$ cat src/rtl/centered_lift_vector_pkg.sv
// Shared constants and types for the centred-lift path (RNS residues back to signed values).
// Q_MOD_L is the odd modulus. LIFT_HALF_Q is its half-range, so centred values lie in [-HALF, +HALF].
package centered_lift_vector_pkg;

  localparam int N           = 8;              // slots per vector
  localparam int W           = 8;              // residue width
  localparam int WW          = 2 * W;          // signed output element width
  localparam int Q_MOD_L     = 251;
  localparam int LIFT_HALF_Q = (Q_MOD_L - 1) / 2;

  typedef logic [W-1:0]                rns_residue_t;
  typedef rns_residue_t [N-1:0]        vec_t;
  typedef logic [N-1:0][WW-1:0]        wide_vec_t;

  typedef enum logic [1:0] {
    ST_IDLE,
    ST_LIFT,
    ST_HOLD
  } state_e;

  localparam rns_residue_t Q_RES    = W'(Q_MOD_L);
  localparam rns_residue_t HALF_RES = W'(LIFT_HALF_Q);

endpackage

$ cat src/rtl/centered_lift_vector_if.sv
// Handshake bundle for the lifter. The input side carries a residue vector and
// the output side carries the lifted signed vector.
interface centered_lift_vector_if;
  import centered_lift_vector_pkg::*;

  logic      in_valid;
  logic      in_ready;
  vec_t      in_vec;
  logic      out_valid;
  logic      out_ready;
  wide_vec_t out_vec;

  modport slave (
    input  in_valid, in_vec, out_ready,
    output in_ready, out_valid, out_vec
  );

  modport master (
    output in_valid, in_vec, out_ready,
    input  in_ready, out_valid, out_vec
  );

endinterface

$ cat src/rtl/centered_lift_lane.sv
// Combinational lift of one residue to its signed centred representative.
// With CLIFT_RANGE_CHECK_EN defined, it also flags r >= Q and forces the lifted value to 0.
module centered_lift_lane
  import centered_lift_vector_pkg::*;
(
  input  rns_residue_t   r_i,
  output logic [WW-1:0]  lift_o
`ifdef CLIFT_RANGE_CHECK_EN
  ,
  output logic           range_err_o
`endif
);

  logic [WW:0] diff;

  // NOTE: every output of a combinational block gets a default first so no path leaves it unassigned (no latch).
  always_comb begin
    diff   = {{(WW + 1 - W){1'b0}}, r_i} - (WW + 1)'(Q_MOD_L);
    lift_o = {{(WW - W){1'b0}}, r_i};
    if (r_i > HALF_RES) begin
      lift_o = WW'(diff);
    end
`ifdef CLIFT_RANGE_CHECK_EN
    range_err_o = (r_i >= Q_RES);
    if (range_err_o) begin
      lift_o = '0;
    end
`endif
  end

endmodule

$ cat src/rtl/centered_lift_vector.sv
// Lifts a vector of N residues to signed centred values, LANES slots per cycle.
// The optional macro CLIFT_RANGE_CHECK_EN adds a sticky range_err output for residues >= Q.
module centered_lift_vector
  import centered_lift_vector_pkg::*;
#(
  parameter int LANES = 4
)(
  input  logic                   clk,
  input  logic                   rst,
  centered_lift_vector_if.slave  bus
`ifdef CLIFT_RANGE_CHECK_EN
  ,
  output logic                   range_err
`endif
);

  localparam int STEPS = N / LANES;
  localparam int CNT_W = (STEPS > 1) ? $clog2(STEPS) : 1;
  localparam int IDX_W = (N > 1) ? $clog2(N) : 1;
  localparam logic [CNT_W-1:0] LAST = CNT_W'(STEPS - 1);

  if ((N % LANES) != 0) begin : g_bad_lanes
    $error("centered_lift_vector: N must be a multiple of LANES");
  end

  state_e           state_q, state_d;
  logic [CNT_W-1:0] cnt_q, cnt_d;
  vec_t             buf_q, buf_d;
  wide_vec_t        out_q, out_d;

  rns_residue_t     lane_in  [LANES];
  logic [WW-1:0]    lane_out [LANES];

`ifdef CLIFT_RANGE_CHECK_EN
  logic             err_q, err_d;
  logic [LANES-1:0] lane_err;
`endif

  // The lanes always read the slot group selected by the current count.
  always_comb begin
    logic [IDX_W-1:0] rd_idx;
    for (int l = 0; l < LANES; l++) begin
      rd_idx     = IDX_W'(cnt_q * LANES + l);
      lane_in[l] = buf_q[rd_idx];
    end
  end

  for (genvar l = 0; l < LANES; l++) begin : g_lane
    centered_lift_lane u_lane (
      .r_i         (lane_in[l]),
      .lift_o      (lane_out[l])
`ifdef CLIFT_RANGE_CHECK_EN
      ,
      .range_err_o (lane_err[l])
`endif
    );
  end

  always_comb begin
    logic [IDX_W-1:0] wr_idx;
    wr_idx        = '0;
    state_d       = state_q;
    cnt_d         = cnt_q;
    buf_d         = buf_q;
    out_d         = out_q;
`ifdef CLIFT_RANGE_CHECK_EN
    err_d         = err_q;
`endif
    bus.in_ready  = 1'b0;
    bus.out_valid = 1'b0;

    unique case (state_q)
      ST_IDLE: begin
        bus.in_ready = 1'b1;
        if (bus.in_valid) begin
          buf_d   = bus.in_vec;
          cnt_d   = '0;
`ifdef CLIFT_RANGE_CHECK_EN
          err_d   = 1'b0;
`endif
          state_d = ST_LIFT;
        end
      end

      ST_LIFT: begin
        for (int l = 0; l < LANES; l++) begin
          wr_idx        = IDX_W'(cnt_q * LANES + l);
          out_d[wr_idx] = lane_out[l];
`ifdef CLIFT_RANGE_CHECK_EN
          if (lane_err[l]) begin
            err_d = 1'b1;
          end
`endif
        end
        cnt_d = cnt_q + 1'b1;
        if (cnt_q == LAST) begin
          cnt_d   = '0;
          state_d = ST_HOLD;
        end
      end

      ST_HOLD: begin
        bus.out_valid = 1'b1;
        if (bus.out_ready) begin
          state_d = ST_IDLE;
        end
      end

      default: state_d = ST_IDLE;
    endcase
  end

  // NOTE: sequential state uses non-blocking assignments so every register samples pre-edge values.
  always_ff @(posedge clk) begin
    if (rst) begin
      state_q <= ST_IDLE;
      cnt_q   <= '0;
      // NOTE: the input buffer and output register are reset too, so an aborted vector leaves no residue behind.
      buf_q   <= '0;
      out_q   <= '0;
`ifdef CLIFT_RANGE_CHECK_EN
      err_q   <= 1'b0;
`endif
    end else begin
      state_q <= state_d;
      cnt_q   <= cnt_d;
      buf_q   <= buf_d;
      out_q   <= out_d;
`ifdef CLIFT_RANGE_CHECK_EN
      err_q   <= err_d;
`endif
    end
  end

  assign bus.out_vec = out_q;
`ifdef CLIFT_RANGE_CHECK_EN
  assign range_err   = err_q;
`endif

endmodule
$ cat src/flat_wrapper.sv
// flat-port wrapper written by rule: the top's interface ports become plain ports
module centered_lift_vector_flat import centered_lift_vector_pkg::*;
#(
  parameter int LANES = 4
)
  (clk, rst, bus_in_valid, bus_in_vec, bus_out_ready, bus_in_ready, bus_out_valid, bus_out_vec);
  centered_lift_vector_if bus_i ();
  input  logic clk;
  input  logic rst;
  input wire logic [$bits(bus_i.in_valid)-1:0] bus_in_valid;
  input wire logic [$bits(bus_i.in_vec)-1:0] bus_in_vec;
  input wire logic [$bits(bus_i.out_ready)-1:0] bus_out_ready;
  output wire logic [$bits(bus_i.in_ready)-1:0] bus_in_ready;
  output wire logic [$bits(bus_i.out_valid)-1:0] bus_out_valid;
  output wire logic [$bits(bus_i.out_vec)-1:0] bus_out_vec;
  assign bus_i.in_valid = bus_in_valid;
  assign bus_i.in_vec = bus_in_vec;
  assign bus_i.out_ready = bus_out_ready;
  assign bus_in_ready = bus_i.in_ready;
  assign bus_out_valid = bus_i.out_valid;
  assign bus_out_vec = bus_i.out_vec;
  centered_lift_vector #(.LANES(LANES)) u_core (.clk(clk), .rst(rst), .bus(bus_i));
endmodule
$ cat config.mk
export PLATFORM = sky130hd
export DESIGN_NAME = centered_lift_vector_flat
export DESIGN_NICKNAME = d
export VERILOG_FILES = /design/src/rtl/centered_lift_vector_pkg.sv /design/src/rtl/centered_lift_vector_if.sv /design/src/rtl/centered_lift_lane.sv /design/src/rtl/centered_lift_vector.sv /design/src/flat_wrapper.sv
export SDC_FILE = /design/constraint.sdc
export NUM_CORES = 1
export LEC_CHECK = 0
export CORE_ASPECT_RATIO = 0.5
export CORE_MARGIN = 8
export CORE_UTILIZATION = 44
export CTS_CLUSTER_SIZE = 10
export DETAILED_ROUTE_END_ITERATION = 6
export HOLD_SLACK_MARGIN = 0.02
export PLACE_DENSITY = 0.88
export SYNTH_ARGS = -nofsm -noshare
export SYNTH_HDL_FRONTEND = slang
export SYNTH_SLANG_ARGS = --single-unit
$ cat constraint.sdc
create_clock -name clk -period 3.1 [get_ports clk]
set_clock_uncertainty 0.05 [all_clocks]
set_input_delay 0.62 -clock clk [delete_from_list [all_inputs] [get_ports clk]]
set_output_delay 0.62 -clock clk [all_outputs]
set_load 0.05 [all_outputs]
==> results.yml <==
sta:
  drv_slew: 0
  setup_viol: 0
  slew_headroom_pct: 52.34
  setup_tns_ps: 0
  hold_violations: 0
  tightest_slew_ps: 712.4
  fmax_ghz: 0.3498
  period_share_pct: 92.21
  fin_crit_ps: 2858
  rsz0062_at_grt: "false"
pwr:
  p_int_mw: 3.513
  switching_power_mw: 1.488
  p_leak_nw: 3.324
  p_seq_share_pct: 39.6
  p_clk_share_pct: 43.0
  comb_power_share_pct: 17.4
  switching_share_pct: 29.76
  power.density_nw_per_um2: 530.1
  ir_worst_vdd_v: 0.0003835
floorplanning:
  dieArea_um2: 20540
  die_h_um: 105.4
  ios: 198
  start_util_pct: 45.29
  fp-row-count: 32
  coreArea_um2: 15530
  die_x_um: 194.8
critical_path:
  r2r_start: "u_core.cnt_q"
  end_kind: "flop"
  cp_slowest_cell: "dfxtp_4"
  cp-start-kind: "flop"
  cp.arrival_ps: 3110
  crit_type: "reg2reg"
  worst_path_largest_cell_delay_ps: 590
  cp.required_ps: 3350
  path_max_fanout: 23
  crit_path_cell_trace: "mux2i_1 -> inv_1 -> ha_1 -> a2111oi_4 -> o2111ai_2 -> or3b_1 -> a32o_1"
  startpoint: "u_core.cnt_q"
run_status:
  status: "finished, final reports clean"
min_path:
  worstHoldPathType: "reg2reg"
  worstHoldStart: "u_core.bus.out_vec[100]"
yosys:
  synth_area_um2: 7035
  ys_seq_area_share_pct: 39.55
  synth_fa_ha_area_share_pct: 2.134
  synth.distinct_cells: 52
  ys.flop_type: "dfxtp_1"
  async_reset_ff_share_pct: 0
  synth_nets: 941
  synth_edf_count: 0
  postSynthCellCount: 861
  synth_top_family_by_area: "compound AO/OA/AOI/OAI gates"
  syn_avg_cell_area_um2: 8.171
  synth_compound_area_share_pct: 20.79
  ys_warn_count: 0
  ys_ff_latch: 139
  synth.area.mux_share_pct: 5.140
  synth_simple_gate_area_share_pct: 20.29
  synth_xor_area_share_pct: 2.116
placement:
  port_buffers: 197
  hpwlAfterDp_um: 18380
  gp_congestion: 0.9149
clock_tree:
  cts_max_path_buffers: 2
  clk_latency_ps: 420
  cts_inserted_buffers: 17
  cts_tree: "done"
  root_buffer: "clkbuf_16"
  clock-sinks: 139
  clkTransAtPathRegs_ps: 60
  htreeDepth: 4
flow_run:
  max-cap-violations: 0
cells_and_area:
  final_core_util_pct: 60.74
  fin_nets: 1067
  fillers: 1323
  drive_gt1_share_pct: 7.300
  multi_input_area_um2: 3563
  area_growth_syn_to_layout_pct: 34.11
  diodes: 0
  register_area_um2: 2786
global_route:
  grt_overflow: 0
  grt_util_all_layers_pct: 22.69
  antenna_found_initial: 0
  grt_pass1_wl_um: 37250
  grt_max_degree: 59
  grt_pass1_vias: 6359
routing:
  vias_per_cell: 5.711
  ant_nets: 0
  wl_um: 24690
  drt-pass1-iter-count: 5
  post-route-drc-count: 0
  wl_per_cell_um: 20.51
  vias: 6876
  drtIter0Drc: 800
-- sequential cells by signal, indices dropped and copies added, names as in the netlist --
register,flops
u_core.cnt_q,1
u_core.state_q,2
u_core.buf_q,64
u_core.bus.out_vec,72
-- kinds of logic (layout without fill, tap and decap cells) --
kind of cell    count (synthesis)  in the layout
simple gates                  311            311
compound gates                223            223
flops                         139            139
buf+inv                       124            263
mux                            35             35
xor+xnor                       17             17
fa+ha+maj                      12             12
-- final cells by class --
class	instances	share of cell area (%)
Timing Repair Buffer	216	22.84
Clock inverter	12	1.724
Tap cell	204	2.705
Clock buffer	20	4.840
Multi-Input combinational cell	598	37.77
Sequential cell	139	29.53
Inverter	15	0.5967
-- routing by layer --
metal	GRT usage, %	part of all wire [%]	vias up
li1	-	-	3221
met1	33.16	47	3253
met2	33.84	43	380
met3	4.919	10	22
met4	4.519	0.78	0
met5	0	0	-
-- critical path: cells and delay by family (launching register included) --
family / cells / cell delay (ps)
compound gates: 3 / 800
mux: 1 / 440
simple gates: 1 / 460
fa+ha+maj: 1 / 240
buf+inv: 1 / 150
flops: 1 / 590
-- synthesized netlist by cell type (all sizes together), types with 7 or more instances --
cell type	n	area (um2)
a32o	15	150.1
mux2i	26	260.3
nand2	197	739.5
a21oi	89	445.4
a211oi	8	60.06
or4	7	52.55
dfxtp	139	2783
ha	12	150.1
nor2	20	75.07
clkbuf	32	120.1
nand3b	24	180.2
o211ai	15	112.6
a22o	9	78.83
o21ai	50	250.2
inv	15	56.30
buf	77	525.5
mux2	9	101.4
xnor2	13	113.9
nor3	18	90.09
nand3	13	65.06
-- power by group through the flow --
stage | Combinational [mW] | Clock (mW) | Sequential, mW
2_1_floorplan | 0.477 | 0 | 2.05
3_3_place_gp | 0.831 | 0 | 2.01
3_5_place_dp | 0.841 | 0 | 2.02
4_1_cts | 0.847 | 2.16 | 1.98
5_1_grt | 0.924 | 2.23 | 1.99
6_report | 0.871 | 2.15 | 1.98
-- worst paths after layout --
check | slack (ps) | cells past startpoint | to
worst max-delay path | 240 | 7 | u_core.bus.out_vec[103]
worst min register to register | 400 | 2 | u_core.bus.out_vec[100]
worst max register to register | 240 | 7 | u_core.bus.out_vec[103]
worst min-delay path | 400 | 2 | u_core.bus.out_vec[100]
-- through the flow --
stage	hold WS [ps]	setup slack, ps	power (mW)	cells	instance area, um2
after floorplan	385.7	13.84	2.531	861	7041
after global placement	386.2	111.2	2.842	1171	8786
after detailed placement	393.6	24.42	2.857	1171	8786
after CTS	408.7	22.34	4.979	1203	9405
after global routing	425.3	78.17	5.146	1204	9435
final	403.2	241.6	5.002	1204	9435
-- repair_timing --
item | CTS | global route
setup buffers | 0 | 1
resized for setup | 0 | 1
hold buffers | 0 | 0
endpoints found under the setup margin | 0 | 4
-- placed cells by master (no fill, tap or decap), drive strengths merged, types with 4 or more instances in the layout --
cell	Yosys	final
a211oi	8	8
a21oi	89	89
a22o	9	9
a22oi	6	6
a32o	15	15
buf	77	19
clkbuf	32	21
clkdlybuf4s50	0	196
clkinvlp	0	5
dfxtp	139	139
ha	12	12
inv	15	18
mux2	9	9
mux2i	26	26
nand2	197	197
nand3	13	13
nand3b	24	24
nor2	20	20
nor2b	5	5
nor3	18	18
nor3b	4	4
nor4b	4	4
o211ai	15	15
o21ai	50	50
o22ai	6	6
o31ai	6	6
or4	7	7
xnor2	13	13
xor2	4	4
No activity file was read; power rests on OpenSTA's default activity.
